===== config.mk =====
export PLATFORM = sky130hd
export DESIGN_NAME = am_tx_sched_flat
export DESIGN_NICKNAME = d
export VERILOG_FILES = /design/src/rtl/pcs_tx_pkg.sv /design/src/rtl/am_tx_sched_if.sv /design/src/rtl/am_tx_sched.sv /design/src/flat_wrapper.sv
export SDC_FILE = /design/constraint.sdc
export NUM_CORES = 1
export LEC_CHECK = 0
export BUFFER_PORTS_ARGS = -buffer_cell sky130_fd_sc_hd__buf_2
export CORE_MARGIN = 2
export CORE_UTILIZATION = 42
export CTS_CLUSTER_DIAMETER = 50
export CTS_CLUSTER_SIZE = 30
export DETAILED_ROUTE_END_ITERATION = 7
export SYNTH_ARGS = -nofsm -noshare
export SYNTH_HDL_FRONTEND = slang
export SYNTH_SLANG_ARGS = --single-unit

===== constraint.sdc =====
create_clock -name clk -period 2.3 [get_ports clk]
set_input_delay 0.115 -clock clk [delete_from_list [all_inputs] [get_ports clk]]
set_output_delay 0.115 -clock clk [all_outputs]
set_load 0.02 [all_outputs]

===== src/rtl/pcs_tx_pkg.sv =====
// Shared definitions for the multi-lane TX PCS: scheduler states and common constants.
// Imported by the alignment-marker scheduler and the lane inserters.
package pcs_tx_pkg;

   typedef enum logic [1:0] {
      AM_IDLE,
      AM_MARK,
      AM_DATA
   } am_sched_e;

   localparam int          AM_GAP_STD = 16383;
   localparam logic [1:0]  SH_CTRL    = 2'b10;

endpackage


===== src/rtl/am_tx_sched_if.sv =====
// Block handshake between the upstream pipe, the scheduler and the per-lane marker inserters.
// The scheduler uses the master modport; the environment driving it uses the slave modport.
interface am_tx_sched_if #(
   parameter int LANE_N = 4
);
   logic              ds_ready_i;
   logic              us_valid_i;
   logic              us_ready_o;
   logic [LANE_N-1:0] marker_v_o;
   logic              blk_v_o;

   modport master (
      input  ds_ready_i,
      input  us_valid_i,
      output us_ready_o,
      output marker_v_o,
      output blk_v_o
   );

   modport slave (
      output ds_ready_i,
      output us_valid_i,
      input  us_ready_o,
      input  marker_v_o,
      input  blk_v_o
   );
endinterface


===== src/rtl/am_tx_sched.sv =====
// Alignment-marker scheduler: claims one downstream slot every AM_GAP data blocks and
// raises marker_v on all lanes for it, back-pressuring upstream during that slot.
module am_tx_sched
   import pcs_tx_pkg::*;
#(
   parameter int LANE_N = 4,
   parameter int AM_GAP = AM_GAP_STD,
   parameter int CNT_W  = 14
) (
   input  logic                clk,
   input  logic                nreset,
   input  logic                en_i,
   am_tx_sched_if.master       bus,
   output logic                underrun_o,
   output logic [CNT_W-1:0]    gap_cnt_o
);

   localparam logic [CNT_W-1:0] GAP_LAST = CNT_W'(AM_GAP - 1);
   localparam logic [CNT_W-1:0] GAP_FULL = CNT_W'(AM_GAP);

   am_sched_e        state_q;
   logic             active_q;
   logic             mark_q;
   logic             underrun_q;
   logic [CNT_W-1:0] gap_q;
   logic             accept;

   assign accept = bus.ds_ready_i & bus.us_valid_i;

   // The marker slot ignores us_valid_i: the slot belongs to the scheduler, not upstream.
   assign bus.us_ready_o = active_q & ~mark_q & bus.ds_ready_i;
   assign bus.blk_v_o    = active_q & (mark_q ? bus.ds_ready_i : accept);
   assign bus.marker_v_o = {LANE_N{active_q & mark_q}};
   assign underrun_o     = underrun_q;
   assign gap_cnt_o      = gap_q;

   // NOTE: all state updates use <= so every branch reads the pre-edge values of the registers.
   always_ff @(posedge clk or negedge nreset) begin
      if (!nreset) begin
         state_q    <= AM_IDLE;
         active_q   <= 1'b0;
         mark_q     <= 1'b0;
         underrun_q <= 1'b0;
         gap_q      <= '0;
      end else begin
         active_q <= 1'b1;
         case (state_q)
            AM_IDLE: begin
               gap_q <= '0;
               if (en_i) begin
                  state_q <= AM_MARK;
                  mark_q  <= 1'b1;
               end
            end
            AM_MARK: begin
               // A marker slot is never aborted; disabling only takes effect once it is sent.
               if (bus.ds_ready_i) begin
                  gap_q   <= '0;
                  mark_q  <= 1'b0;
                  state_q <= en_i ? AM_DATA : AM_IDLE;
               end
            end
            AM_DATA: begin
               if (!en_i) begin
                  state_q <= AM_IDLE;
                  gap_q   <= '0;
               end else begin
                  if (bus.ds_ready_i && !bus.us_valid_i) begin
                     underrun_q <= 1'b1;
                  end
                  if (accept) begin
                     if (gap_q == GAP_LAST) begin
                        state_q <= AM_MARK;
                        mark_q  <= 1'b1;
                        gap_q   <= GAP_FULL;
                     end else begin
                        gap_q <= gap_q + 1'b1;
                     end
                  end
               end
            end
            default: begin
               state_q <= AM_IDLE;
               mark_q  <= 1'b0;
            end
         endcase
      end
   end

endmodule


===== src/flat_wrapper.sv =====
// flat-port wrapper written by rule: the top's interface ports become plain ports
module am_tx_sched_flat import pcs_tx_pkg::*;
#(
   parameter int LANE_N = 4,
   parameter int AM_GAP = AM_GAP_STD,
   parameter int CNT_W  = 14
)
  (clk, nreset, en_i, underrun_o, gap_cnt_o, bus_ds_ready_i, bus_us_valid_i, bus_us_ready_o, bus_marker_v_o, bus_blk_v_o);
  am_tx_sched_if #(.LANE_N(LANE_N)) bus_i ();
  input  logic clk;
  input  logic nreset;
  input  logic en_i;
  output logic underrun_o;
  output logic [CNT_W-1:0] gap_cnt_o;
  input wire logic [$bits(bus_i.ds_ready_i)-1:0] bus_ds_ready_i;
  input wire logic [$bits(bus_i.us_valid_i)-1:0] bus_us_valid_i;
  output wire logic [$bits(bus_i.us_ready_o)-1:0] bus_us_ready_o;
  output wire logic [$bits(bus_i.marker_v_o)-1:0] bus_marker_v_o;
  output wire logic [$bits(bus_i.blk_v_o)-1:0] bus_blk_v_o;
  assign bus_i.ds_ready_i = bus_ds_ready_i;
  assign bus_i.us_valid_i = bus_us_valid_i;
  assign bus_us_ready_o = bus_i.us_ready_o;
  assign bus_marker_v_o = bus_i.marker_v_o;
  assign bus_blk_v_o = bus_i.blk_v_o;
  am_tx_sched #(.LANE_N(LANE_N), .AM_GAP(AM_GAP), .CNT_W(CNT_W)) u_core (.clk(clk), .nreset(nreset), .en_i(en_i), .bus(bus_i), .underrun_o(underrun_o), .gap_cnt_o(gap_cnt_o));
endmodule

==> flow_summary_export.csv <==
group,metric,value,unit
clocking,cts_buffer_depth,2,
timing,setup-tns-final,0,ps
timing,min_period,1860,ps
power,p_per_area,557,nW/um^2
route,wl_per_cell,14.6,um
clocking,clk_pin_slew_worst_paths,110,ps
final_layout,drive_above_1_share,20.8,%
clocking,cts_buffers,3,
synth,synth_edf_count,0,
clocking,clock-sinks,19,
final_layout,nets,167,
global_routing,grt_max_degree,20,
global_routing,grt_first_pass_wirelength,4620,um
synth,yosys.area.top_type_share,40.3,%
synth,ys_ff_latch,19,
global_routing,antenna_found_initial,0,
die,fp.dieH,57.0,um
timing,rsz0062_at_grt,"no",
setup_path,path_class,"reg2reg",
clocking,post-cts-setup-buffer-count,0,
die,die-area,3250,um^2
timing,fmax,0.538,GHz
clocking,root_buffer,"clkbuf_4",
global_routing,grt_pass1_vias,995,
route,remaining_drc_errors,0,
setup_path,crit_fanout,19,
global_routing,grt_util_all_layers,18.0,%
route,drt_wl_total,2780,um
final_layout,layout.cells.non_filler,190,
clocking,htreeDepth,1,
clocking,insertion_delay,290,ps
timing,finalSetupViolations,0,
die,ioPinCount,26,
power,p_leak,0.000637,uW
route,drt_iter0_drc,46,
global_routing,grt-ovfl-total,0,
run_status,outcome,"finished clean",
final_layout,diodes,0,
route,postRouteAntennaNets,0,
synth,synth_top_area_cell,"dfrtp_1",
synth,synthArstFlopShare,100,%
synth,syn_area,1180,um^2
timing,fin_crit_sh,80.9,%
die,fp-row-count,19,
die,coreArea,2710,um^2
synth,seq_area_frac_synth,40.3,%
synth,ys.flop_type,"dfrtp_1",
clocking,cts_tree,"done",
route,routed_via_density,5.95,
route,vias,1131,
setup_path,cp-end-kind,"flip-flop",
min_path,min_path_type,"in2reg",
synth,netlist_top_cells_area,"dfrtp_1 40%, a21oi_1 3.8%, nand3_1 3.8%",
placed_design,numPortBuffers,25,
synth,syn-num-nets,142,
synth,synthCells,135,
timing,slew_viol_final,0,
timing,fin_worst_skew,1.60,ps
setup_path,cp.required,2540,ps
timing,worst_pin_slew,680,ps
synth,syn_area_per_cell,8.73,um^2
die,initial_core_util,43.5,%
final_layout,final_common_cell,"buf_2",
setup_path,critPathLaunchType,"flip-flop",
power,peakVddDrop,0.000409,V
placed_design,post-dp-hpwl,1990,um
die,die_w,57.0,um
route,dr.pass1.iters,4,
final_layout,most-common-layout-cells,"25 x buf_2, 19 x dfrtp_1, 10 x inv_1",
job,drv_cap,0,
setup_path,worstPathArrival,2100,ps
timing,hold_viol,0,
timing,slew_headroom,54.5,%
final_layout,syn2layout_area_growth,14.3,%
placed_design,place_congestion,0.841,
synth,ys_warn_count,0,
synth,synth.distinct_cells,36,
placed_design,dp.cells,185,
==> worst max-delay path, stage by stage (launching register included) <==
cell      delay, ps
dfrtp_1         450
nand4b_2        250
or2_1           440
or4_1           570
nand3_1          90
==> routing by layer <==
| metal | routed length [um] | share of wire, % | vias up | GRT usage [%] |
|---|---|---|---|---|
| li1 | - | - | 554 | - |
| met1 | 1360 | 49 | 542 | 27.5 |
| met2 | 1270 | 46 | 31 | 26.3 |
| met3 | 115 | 4.1 | 4 | 2.04 |
| met4 | 29 | 1.0 | 0 | 6.31 |
| met5 | 0 | 0 | - | 0 |
==> power by group <==
| part | switching (uW) | internal, uW |
|---|---|---|
| Combinational | 120 | 68.5 |
| Sequential | 27.3 | 359 |
| Clock | 108 | 67.4 |
==> flip-flops by register name, indices dropped and copies added (netlist names) <==
register / cells
u_core.gap_cnt_o: 14
u_core.state_q: 2
u_core.underrun_o: 1
u_core.active_q: 1
u_core.mark_q: 1
==> synth_stat cells (2+ instances only) <==
master     instances
clkbuf_1           3
a21boi_0           2
dfrtp_1           19
nor3_1             3
o2bb2ai_1          5
and3_1             4
buf_4              3
a32oi_1            4
o21ai_0            6
a21oi_1            9
o22ai_1            6
nor2_1             9
nand4_1            4
ha_1               2
a41o_1             2
nand3_1            9
nor2b_1            2
o211ai_1           3
or4_1              4
nand2_1            8
or3_1              2
a2bb2oi_1          3
inv_1             10
==> kinds of logic (layout without fill, tap and decap cells) <==
family / after synthesis / count (layout) / synth area share, %
compound gates: 43 / 43 / 25.5
fa+ha+maj: 2 / 2 / 2.12
buf+inv: 19 / 43 / 7.75
flops: 19 / 19 / 40.3
other cells: 1 / 1 / 0.318
simple gates: 51 / 51 / 24.0
==> final timing paths <==
check	slack [ps]	cells after the start	from	end
worst max-delay path	440	4	u_core.state_q[0]$_DFFE_PN0P_	u_core.gap_cnt_o[9]$_DFFE_PN0P_
worst min-delay path	150	2	en_i	u_core.state_q[1]$_DFFE_PN0P_
worst max register to register	440	4	u_core.state_q[0]$_DFFE_PN0P_	u_core.gap_cnt_o[9]$_DFFE_PN0P_
worst min register to register	470	1	u_core.underrun_o$_DFFE_PN0P_	u_core.underrun_o$_DFFE_PN0P_
max in group asynchronous	1740	2	nreset	u_core.state_q[0]$_DFFE_PN0P_
min in group asynchronous	270	2	nreset	u_core.gap_cnt_o[9]$_DFFE_PN0P_
==> stage by stage <==
stage	utilization, %	area (um^2)	setup WS [ps]	hold slack [ps]	total power, uW
after global placement	48.4	1310	504	78.9	577
after floorplan	-	1180	624	-181	535
after detailed placement	48.4	1310	465	85.6	582
after CTS	49.7	1350	436	140	758
final	49.7	1350	440	151	751
after global routing	49.7	1350	339	135	795
==> area by class of cell <==
| class | count | area [um^2] |
|---|---|---|
| fill | 279 | 1360 |
| tap | 31 | 38.8 |
| sequential | 19 | 475 |
| clock buffer | 4 | 26.3 |
| inverter | 10 | 37.5 |
| timing repair buffer | 29 | 158 |
| multi-input combinational | 97 | 612 |
==> what timing repair did <==
| item | in CTS | in global routing |
|---|---|---|
| gates resized for setup | 0 | 0 |
| endpoints found under the hold margin | 19 | 0 |
| hold buffers | 1 | 0 |
(Power assumes the default switching activity.)
